==> src/rtl/dmac_ch0_master_if.sv <==
// AHB master-side bus bundle between the DMAC channel-0 engine and the bus.
// The engine uses the master modport; arbiter/slave models use the slave one.
interface dmac_ch0_master_if #(
    parameter int ADDR_W = 32
);
    logic              m_HGRANT;
    logic              m_HREADY;
    logic [1:0]        m_HRESP;
    logic [ADDR_W-1:0] m_HRDATA;
    logic              m_HBUSREQ;
    logic [ADDR_W-1:0] m_HADDR;
    logic [1:0]        m_HTRANS;
    logic              m_HWRITE;
    logic [2:0]        m_HSIZE;
    logic [2:0]        m_HBURST;
    logic [ADDR_W-1:0] m_HWDATA;

    modport master (
        input  m_HGRANT, m_HREADY, m_HRESP, m_HRDATA,
        output m_HBUSREQ, m_HADDR, m_HTRANS, m_HWRITE,
        output m_HSIZE, m_HBURST, m_HWDATA
    );

    modport slave (
        output m_HGRANT, m_HREADY, m_HRESP, m_HRDATA,
        input  m_HBUSREQ, m_HADDR, m_HTRANS, m_HWRITE,
        input  m_HSIZE, m_HBURST, m_HWDATA
    );
endinterface

==> src/rtl/dmac_ch0_master.sv <==
// Channel-0 DMA engine: copies TransferSize words as AHB SINGLE read/write
// pairs, reporting completion, errors and channel-enable clears to the bank.
module dmac_ch0_master #(
    parameter int ADDR_W    = 32,
    parameter int CNT_W     = 12,
    parameter int ADDR_STEP = 4
) (
    input  logic              m_HCLK,
    input  logic              m_HRESET,
    input  logic [31:0]       DMAC_Configuration,
    input  logic [ADDR_W-1:0] DMAC_C0_SrcAddr,
    input  logic [ADDR_W-1:0] DMAC_C0_DestAddr,
    input  logic [31:0]       DMAC_C0_Control,
    input  logic [31:0]       DMAC_C0_Configuration,
    dmac_ch0_master_if.master bus,
    output logic              ch_active,
    output logic              tc_done,
    output logic              dma_err,
    output logic              clr_ch_en
);
    localparam logic [1:0] HT_IDLE   = 2'b00;
    localparam logic [1:0] HT_NONSEQ = 2'b10;
    localparam logic [1:0] RSP_OKAY  = 2'b00;
    localparam logic [1:0] RSP_ERROR = 2'b01;

    typedef enum logic [2:0] {
        S_IDLE,
        S_REQ,
        S_RD_A,
        S_RD_D,
        S_WR_A,
        S_WR_D,
        S_DONE,
        S_ERR
    } state_t;

    state_t            state_q, state_d;
    logic [ADDR_W-1:0] src_ptr_q, src_ptr_d;
    logic [ADDR_W-1:0] dst_ptr_q, dst_ptr_d;
    logic [CNT_W-1:0]  remain_q, remain_d;
    logic [ADDR_W-1:0] buf_q, buf_d;
    logic              si_q, si_d;
    logic              di_q, di_d;
    logic              ien_q, ien_d;

    logic enabled;
    logic resp_ok;
    logic resp_err;
    logic unused_bits;

    assign enabled  = DMAC_Configuration[0] & DMAC_C0_Configuration[0];
    assign resp_ok  = bus.m_HREADY & (bus.m_HRESP == RSP_OKAY);
    assign resp_err = (bus.m_HRESP == RSP_ERROR);

    assign unused_bits = ^{DMAC_Configuration[31:1],
                           DMAC_C0_Configuration[31:1],
                           DMAC_C0_Control[31:15]};

    assign bus.m_HSIZE  = 3'b010;
    assign bus.m_HBURST = 3'b000;
    assign ch_active    = (state_q != S_IDLE);

    always_ff @(posedge m_HCLK or posedge m_HRESET) begin
        if (m_HRESET) begin
            state_q   <= S_IDLE;
            src_ptr_q <= '0;
            dst_ptr_q <= '0;
            remain_q  <= '0;
            buf_q     <= '0;
            si_q      <= 1'b0;
            di_q      <= 1'b0;
            ien_q     <= 1'b0;
        end else begin
            state_q   <= state_d;
            src_ptr_q <= src_ptr_d;
            dst_ptr_q <= dst_ptr_d;
            remain_q  <= remain_d;
            buf_q     <= buf_d;
            si_q      <= si_d;
            di_q      <= di_d;
            ien_q     <= ien_d;
        end
    end

    always_comb begin
        state_d       = state_q;
        src_ptr_d     = src_ptr_q;
        dst_ptr_d     = dst_ptr_q;
        remain_d      = remain_q;
        buf_d         = buf_q;
        si_d          = si_q;
        di_d          = di_q;
        ien_d         = ien_q;
        bus.m_HBUSREQ = 1'b0;
        bus.m_HADDR   = '0;
        bus.m_HTRANS  = HT_IDLE;
        bus.m_HWRITE  = 1'b0;
        bus.m_HWDATA  = '0;
        tc_done       = 1'b0;
        dma_err       = 1'b0;
        clr_ch_en     = 1'b0;

        unique case (state_q)
            S_IDLE: begin
                if (enabled) begin
                    src_ptr_d = DMAC_C0_SrcAddr;
                    dst_ptr_d = DMAC_C0_DestAddr;
                    remain_d  = DMAC_C0_Control[CNT_W-1:0];
                    si_d      = DMAC_C0_Control[12];
                    di_d      = DMAC_C0_Control[13];
                    ien_d     = DMAC_C0_Control[14];
                    if (DMAC_C0_Control[CNT_W-1:0] == '0)
                        state_d = S_DONE;
                    else
                        state_d = S_REQ;
                end
            end
            S_REQ: begin
                bus.m_HBUSREQ = 1'b1;
                if (bus.m_HGRANT && bus.m_HREADY)
                    state_d = S_RD_A;
            end
            S_RD_A: begin
                bus.m_HBUSREQ = 1'b1;
                bus.m_HADDR   = src_ptr_q;
                bus.m_HTRANS  = HT_NONSEQ;
                state_d       = S_RD_D;
            end
            S_RD_D: begin
                bus.m_HBUSREQ = 1'b1;
                if (resp_err) begin
                    state_d = S_ERR;
                end else if (resp_ok) begin
                    buf_d   = bus.m_HRDATA;
                    state_d = S_WR_A;
                end
            end
            S_WR_A: begin
                bus.m_HBUSREQ = 1'b1;
                // Without grant the write address phase simply waits here.
                if (bus.m_HGRANT) begin
                    bus.m_HADDR  = dst_ptr_q;
                    bus.m_HTRANS = HT_NONSEQ;
                    bus.m_HWRITE = 1'b1;
                    state_d      = S_WR_D;
                end
            end
            S_WR_D: begin
                bus.m_HBUSREQ = 1'b1;
                bus.m_HWDATA  = buf_q;
                if (resp_err) begin
                    state_d = S_ERR;
                end else if (resp_ok) begin
                    remain_d = remain_q - CNT_W'(1);
                    if (si_q)
                        src_ptr_d = src_ptr_q + ADDR_W'(ADDR_STEP);
                    if (di_q)
                        dst_ptr_d = dst_ptr_q + ADDR_W'(ADDR_STEP);
                    if (remain_q == CNT_W'(1)) begin
                        state_d = S_DONE;
                    end else if (!enabled) begin
                        clr_ch_en = 1'b1;
                        state_d   = S_IDLE;
                    end else if (bus.m_HGRANT) begin
                        state_d = S_RD_A;
                    end else begin
                        state_d = S_REQ;
                    end
                end
            end
            S_DONE: begin
                clr_ch_en = 1'b1;
                tc_done   = ien_q;
                state_d   = S_IDLE;
            end
            S_ERR: begin
                dma_err   = 1'b1;
                clr_ch_en = 1'b1;
                state_d   = S_IDLE;
            end
            default: begin
                state_d = S_IDLE;
            end
        endcase
    end
endmodule

==> src/flat_wrapper.sv <==
// flat-port wrapper written by rule: the top's interface ports become plain ports
module dmac_ch0_master_flat 
#(
    parameter int ADDR_W    = 32,
    parameter int CNT_W     = 12,
    parameter int ADDR_STEP = 4
)
  (m_HCLK, m_HRESET, DMAC_Configuration, DMAC_C0_SrcAddr, DMAC_C0_DestAddr, DMAC_C0_Control, DMAC_C0_Configuration, ch_active, tc_done, dma_err, clr_ch_en, bus_m_HGRANT, bus_m_HREADY, bus_m_HRESP, bus_m_HRDATA, bus_m_HBUSREQ, bus_m_HADDR, bus_m_HTRANS, bus_m_HWRITE, bus_m_HSIZE, bus_m_HBURST, bus_m_HWDATA);
  dmac_ch0_master_if #(.ADDR_W(ADDR_W)) bus_i ();
  input  logic m_HCLK;
  input  logic m_HRESET;
  input  logic [31:0] DMAC_Configuration;
  input  logic [ADDR_W-1:0] DMAC_C0_SrcAddr;
  input  logic [ADDR_W-1:0] DMAC_C0_DestAddr;
  input  logic [31:0] DMAC_C0_Control;
  input  logic [31:0] DMAC_C0_Configuration;
  output logic ch_active;
  output logic tc_done;
  output logic dma_err;
  output logic clr_ch_en;
  input wire logic [$bits(bus_i.m_HGRANT)-1:0] bus_m_HGRANT;
  input wire logic [$bits(bus_i.m_HREADY)-1:0] bus_m_HREADY;
  input wire logic [$bits(bus_i.m_HRESP)-1:0] bus_m_HRESP;
  input wire logic [$bits(bus_i.m_HRDATA)-1:0] bus_m_HRDATA;
  output wire logic [$bits(bus_i.m_HBUSREQ)-1:0] bus_m_HBUSREQ;
  output wire logic [$bits(bus_i.m_HADDR)-1:0] bus_m_HADDR;
  output wire logic [$bits(bus_i.m_HTRANS)-1:0] bus_m_HTRANS;
  output wire logic [$bits(bus_i.m_HWRITE)-1:0] bus_m_HWRITE;
  output wire logic [$bits(bus_i.m_HSIZE)-1:0] bus_m_HSIZE;
  output wire logic [$bits(bus_i.m_HBURST)-1:0] bus_m_HBURST;
  output wire logic [$bits(bus_i.m_HWDATA)-1:0] bus_m_HWDATA;
  assign bus_i.m_HGRANT = bus_m_HGRANT;
  assign bus_i.m_HREADY = bus_m_HREADY;
  assign bus_i.m_HRESP = bus_m_HRESP;
  assign bus_i.m_HRDATA = bus_m_HRDATA;
  assign bus_m_HBUSREQ = bus_i.m_HBUSREQ;
  assign bus_m_HADDR = bus_i.m_HADDR;
  assign bus_m_HTRANS = bus_i.m_HTRANS;
  assign bus_m_HWRITE = bus_i.m_HWRITE;
  assign bus_m_HSIZE = bus_i.m_HSIZE;
  assign bus_m_HBURST = bus_i.m_HBURST;
  assign bus_m_HWDATA = bus_i.m_HWDATA;
  dmac_ch0_master #(.ADDR_W(ADDR_W), .CNT_W(CNT_W), .ADDR_STEP(ADDR_STEP)) u_core (.m_HCLK(m_HCLK), .m_HRESET(m_HRESET), .DMAC_Configuration(DMAC_Configuration), .DMAC_C0_SrcAddr(DMAC_C0_SrcAddr), .DMAC_C0_DestAddr(DMAC_C0_DestAddr), .DMAC_C0_Control(DMAC_C0_Control), .DMAC_C0_Configuration(DMAC_C0_Configuration), .bus(bus_i), .ch_active(ch_active), .tc_done(tc_done), .dma_err(dma_err), .clr_ch_en(clr_ch_en));
endmodule
==> config.mk <==
export PLATFORM = sky130hd
export DESIGN_NAME = dmac_ch0_master_flat
export DESIGN_NICKNAME = d
export VERILOG_FILES = /design/src/rtl/dmac_ch0_master_if.sv /design/src/rtl/dmac_ch0_master.sv /design/src/flat_wrapper.sv
export SDC_FILE = /design/constraint.sdc
export NUM_CORES = 1
export LEC_CHECK = 0
export BUFFER_PORTS_ARGS = -buffer_cell sky130_fd_sc_hd__buf_2
export CORE_AREA = 2 2 128 130
export DETAILED_ROUTE_END_ITERATION = 7
export DIE_AREA = 0 0 130 132
export GPL_TIMING_DRIVEN = 0
export HOLD_SLACK_MARGIN = 0.15
export PLACE_DENSITY_LB_ADDON = 0.15
export SYNTH_ARGS = -nofsm -noshare
export SYNTH_HDL_FRONTEND = slang
export SYNTH_SLANG_ARGS = --single-unit
==> constraint.sdc <==
create_clock -name m_HCLK -period 3.42 [get_ports m_HCLK]
set_clock_uncertainty 0.2 [all_clocks]
set_input_delay 0.513 -clock m_HCLK [delete_from_list [all_inputs] [get_ports m_HCLK]]
set_output_delay 0.513 -clock m_HCLK [all_outputs]
set_load 0.03 [all_outputs]
# Word-level counts from Yosys, hierarchy flattened
# Index checks and enable logic that the tools add are counted.
# op_classes
muxes	41
n_addsub	3
magnitude_cmp	0
n_mul	0
reduce_logical	14
n_shift	0
div	0
n_bitwise	3
n_eq_ne	18
# op_table
op	count
two-way mux 32 bit	10
one-hot mux 32 bit (2 select lines)	3
adder 32 x 3 -> 32 bit, second input constant	2
two-way mux 12 bit	3
two-way mux 3 bit	10
one-hot mux 12 bit (2 select lines)	1
one-hot mux 3 bit (7 select lines)	1
AND reduction 5 bit	3
== test 12 x 1 -> 1 bit, second input constant	1
== test 3 bit, second input constant	4
logical NOT 12 bit	1
subtractor 12 x 1 -> 12 bit, second input constant	1
!= test 2 x 1 -> 1 bit, second input constant	5
two-way mux 1 bit	9
== test 3 x 2 -> 1 bit, second input constant	2
!= test 3 x 1 -> 1 bit, second input constant	2
OR reduction 5 bit	1
two-way mux 2 bit	2
!= test 2 bit, second input constant	2
one-hot mux 2 bit (2 select lines)	1
AND reduction 4 bit	1
== test 3 x 1 -> 1 bit, second input constant	1
logical NOT 3 bit	1
AND reduction 3 bit	1
10 further kinds	11
# word_totals
mem_bits_ro	0
ff_bits	114
ram_bits	0
n_memories	0
latch_bits	0
inputBits	198
elab_cells	87

# Logic depth before layout (Yosys ltp)
# depth
word_depth	6
depth_mapped	9

# Least setup slack after synthesis
# No wires, ideal clock.
# synth_path
path_type	register -> output
start	register u_core.state_q[1]
end	output bus_m_HADDR[22]
stages_incl_launch_ff	7
t_arrival_ns	1.971
slack_ns	0.736
path_cell_list	dfrtp_1 clkbuf_1 nor2_1 and3_1 clkbuf_1 clkbuf_1 a22o_1
# synth_between
elab_chain_len	2
word_cells_on_any_way	3
# synth_lines
item	line_no	text
start: declaration	dmac_ch0_master.sv:37	state_t state_q, state_d;
start signal: assignment	dmac_ch0_master.sv:74	state_q <= state_d;
== test 3 bit or == test 3 x 2 -> 1 bit (tied branches)	dmac_ch0_master.sv:103	unique case (state_q)
one-hot mux 32 bit (2 select lines) *	dmac_ch0_master.sv:103	
end: declaration	flat_wrapper.sv:26	output wire logic [$bits(bus_i.m_HADDR)-1:0] bus_m_HADDR;
# Mark *: on every way between the ends. The rest lies on a longest branch, timed or not.

# Worst setup path in the final report
# layout_path
start	register u_core.state_q[1]
end	output bus_m_HADDR[13]
# The elaborated chain is that of the path after synthesis.

==> results.tsv <==
stage	metric	value	unit
yosys	top-count cell post-synth	dfrtp_1	
global_routing	GRT Util Overall	30.0	%
layout	diode count	0	
yosys	Yosys cell types	65	
floorplan	Core Rows	46	
detailed_routing	vias per cell	5.90	
floorplan	die width	130	um
worst_setup_path	slowest cell on the critical path	nor3b_4	
sta	period utilisation layout	97.9	%
layout	Synth-to-Final Area Change	34.4	%
detailed_routing	# DRC	0	
placed_design	port bufs	189	
yosys	sequential area share after synthesis	41.0	%
detailed_routing	Top Layer Used	met4	
yosys	Yosys Warn Count	0	
power_and_ir_drop	pwr dens	822	mW/mm2
layout	fin area	0.00936	mm2
clock_tree	CTS H-tree lvls	4	
yosys	Post-Synth Adder-Cell Area	0.719	%
yosys	Seq cells post-synth	114	
sta	Slew headroom	26.8	%
detailed_routing	Vias	7572	
yosys	Avg Inst Size Synth	8.76	um2
layout	layout cell share with drive strength beyond 1	28.6	%
hold_path	min-delay worst type	in2reg	
power_and_ir_drop	peak supply drop	0.000456	V
worst_setup_path	CP delay by family, top	buffers and inverters	
global_routing	vias in the first global route	7359	
placed_design	DP Area	0.00824	mm2
worst_setup_path	crit path max fanout	10	
global_routing	first-pass GRT wire length	39700	um
yosys	Post-Synth XOR/XNOR Area	0	%
yosys	leading cell types by count after synthesis	dfrtp_1 (114), a21oi_1 (80), nand2_1 (77), nor2_1 (47), and3_1 (45)	
detailed_routing	initial DRC count	856	
clock_tree	clock sink total	114	
worst_setup_path	reg2reg path depth	6	
clock_tree	CTS Buffer Depth	2	
worst_setup_path	WS Path Type	reg2out	
yosys	Post-synth EDFFs	0	
worst_setup_path	most frequent CP cell	clkbuf_1	
yosys	Primary FF master, synth	dfrtp_1	
yosys	Compound-Gate Fraction of Synth Area	25.5	%
sta	fmax	299	MHz
yosys	area of the mapped netlist	0.00696	mm2
yosys	area leader, netlist	dfrtp_1	
worst_setup_path	critical path depth	5	
detailed_routing	Routed wire per std cell	19.9	um
layout	fillers	1410	
yosys	multiplexer share of the synthesized area	5.90	%
flow_run	max cap viols	0	
detailed_routing	DRT met1 WL	10500	um
sta	Slew Viols, Final	0	
hold_path	Hold Crit Depth	3	
clock_tree	CTS Buf Count	17	
worst_setup_path	Worst EP required	2.71	ns
placed_design	dpl hpwl	18000	um
floorplan	die height	132	um
sta	TNS Setup	0	ns
sta	Fin. Hold Viols	0	
worst_setup_path	CP peak stage delay	0.52	ns
worst_setup_path	critical path capture point type	primary output	
sta	Final min period	3.35	ns
yosys	Async S/R FF share, synth	100	%
power_and_ir_drop	Leak	4.41	nW
global_routing	antenna violations before repair	0	
worst_setup_path	CP bufs+invs	3	
clock_tree	CTS tree	built	
global_routing	GRT overflow	0	
sta	Final setup viols	0	
worst_setup_path	critical path launch point type	register	
clock_tree	Clock transition at path regs	0.06	ns
global_routing	largest net degree at the start of global routing	42	
placed_design	cell total after placement	1207	
floorplan	IO Pins	276	
yosys	leading post-synthesis cells by cell area	dfrtp_1 (41%), a21oi_1 (5.8%), mux2_2 (5.2%), a22o_1 (4.2%), nand2_1 (4.2%)	
detailed_routing	DRT Wirelength	25500	um
placed_design	GPL Wtd Cong	0.924	
layout	fin nets	1256	
floorplan	die area	0.0172	mm2
yosys	post-synth top area share	41.0	%
yosys	synthesized netlist cell count	795	
detailed_routing	Post-DRT Antenna Nets	0	
sta	worst-margin pin slew	1.09	ns
outcome	status	finished, final reports clean	
clock_tree	worst skew pair latency	0.42	ns
floorplan	Core Region	0.0157	mm2
detailed_routing	TritonRoute pass-1 iters	6	
sta	RSZ-0062 raised after global routing	no	
clock_tree	CTS root buf	clkbuf_16	
layout	non-filler instance count after layout	1283	
yosys	largest family of logic cells by synthesized area	compound AO/OA/AOI/OAI gates	
clock_tree	Post-CTS Repair Setup Buffers	0	
detailed_routing	metal2 WL	11600	um
detailed_routing	metal3 WL	2590	um
yosys	Synth Area in Simple Gates	21.2	%
worst_setup_path	critical path arrival	2.63	ns
floorplan	Starting Density	44.3	%
worst_setup_path	CP cell instances	clkbuf_1, nor3b_4, clkbuf_1, a22o_1, buf_2	
## cells by family (layout without fill, tap and decap cells)
| kind of cell | after synthesis | in the layout |
|---|---|---|
| simple gates | 283 | 283 |
| compound gates | 267 | 267 |
| flops | 114 | 114 |
| buf+inv | 88 | 355 |
| mux | 37 | 37 |
| fa+ha+maj | 4 | 4 |
| other cells | 2 | 7 |
## metal layers
| layer | up-vias | global-route usage [%] |
|---|---|---|
| met5 | - | 0 |
| met4 | 0 | 13.6 |
| met3 | 73 | 6.66 |
| met2 | 453 | 45.5 |
| met1 | 3546 | 41.0 |
| li1 | 3500 | - |
## where the power goes
part	switching (mW)	internal, mW
Sequential	0.687	2.00
Clock	0.647	1.36
Combinational	1.84	1.16
## worst reg2reg max path: stages, from the launching register on
cell	delay (ns)
dfrtp_1	0.41
buf_2	0.21
nand3b_1	0.39
clkbuf_1	0.61
buf_1	0.73
nand3_1	0.17
o311ai_0	0.14
## final timing paths
kind | from | slack [ns] | endpoint
max | u_core.state_q[1] | 0.07 | bus_m_HADDR[13]
min | DMAC_C0_SrcAddr[28] | 0.17 | u_core.src_ptr_q[28]
max reg2reg | u_core.state_q[0] | 0.42 | u_core.dst_ptr_q[17]
min reg2reg | u_core.dst_ptr_q[1] | 0.26 | u_core.dst_ptr_q[1]
max in group asynchronous | m_HRESET | 1.72 | u_core.dst_ptr_q[23]
min in group asynchronous | m_HRESET | 0.61 | u_core.remain_q[0]
## registers in the layout (all words and copies together) (netlist names)
| signal | count |
|---|---|
| u_core.dst_ptr_q | 32 |
| u_core.si_q | 1 |
| u_core.di_q | 1 |
| u_core.state_q | 3 |
| u_core.remain_q | 12 |
| u_core.ien_q | 1 |
| u_core.buf_q | 32 |
| u_core.src_ptr_q | 32 |
## stage by stage
stage	worst slack [ns]	hold slack, ns	power (mW)	util, %
2_1_floorplan	0.736	0.238	4.59	-
3_3_place_gp	0.210	0.250	5.49	52.2
3_5_place_dp	0.0959	0.257	5.56	52.4
4_1_cts	0.0577	0.151	7.64	59.5
5_1_grt	0.00431	0.159	8.14	59.6
6_report	0.0730	0.167	7.70	59.6
## cell usage in the layout (no fill, tap or decap), types with 5 or more instances in the layout
cell type and count:
dfrtp_1 114, buf_4 7, dlygate4sd3_1 44, bufinv_16 5, nor3b_1 5, and4_1 8, a22o_1 33, buf_2 213
a2bb2oi_1 7, a31oi_1 7, o22ai_1 24, nand3_1 35, and2_1 9, nand2_1 77, mux2_2 32, a21oi_1 80
a311oi_1 5, nor3_1 9, nor4_1 7, clkbuf_1 36, clkbuf_16 17, conb_1 7, buf_1 5, o31ai_1 6
and3_1 45, inv_1 11, clkbuf_2 5, nor2_1 47, a22oi_1 6, o21ai_0 44, o22a_1 9, nand4_1 15
mux2i_1 5
## what timing repair did
item	4_1_cts	5_1_grt
resized for setup	4	4
hold buffers	44	0
endpoints found under the setup margin	30	10
endpoints found under the hold margin	77	0
## layout make-up
class	instances	area [um2]	share of cell area (%)
well taps	216	270	2.89
flip-flops and latches	114	2850	30.5
clock buffers	22	484	5.17
multi-input cells	598	3750	40.1
repair buffers	235	1430	15.2
clock inverters	10	178	1.90
plain buffers	76	348	3.72
inverters	12	48.8	0.521
(Power assumes the default switching activity.)
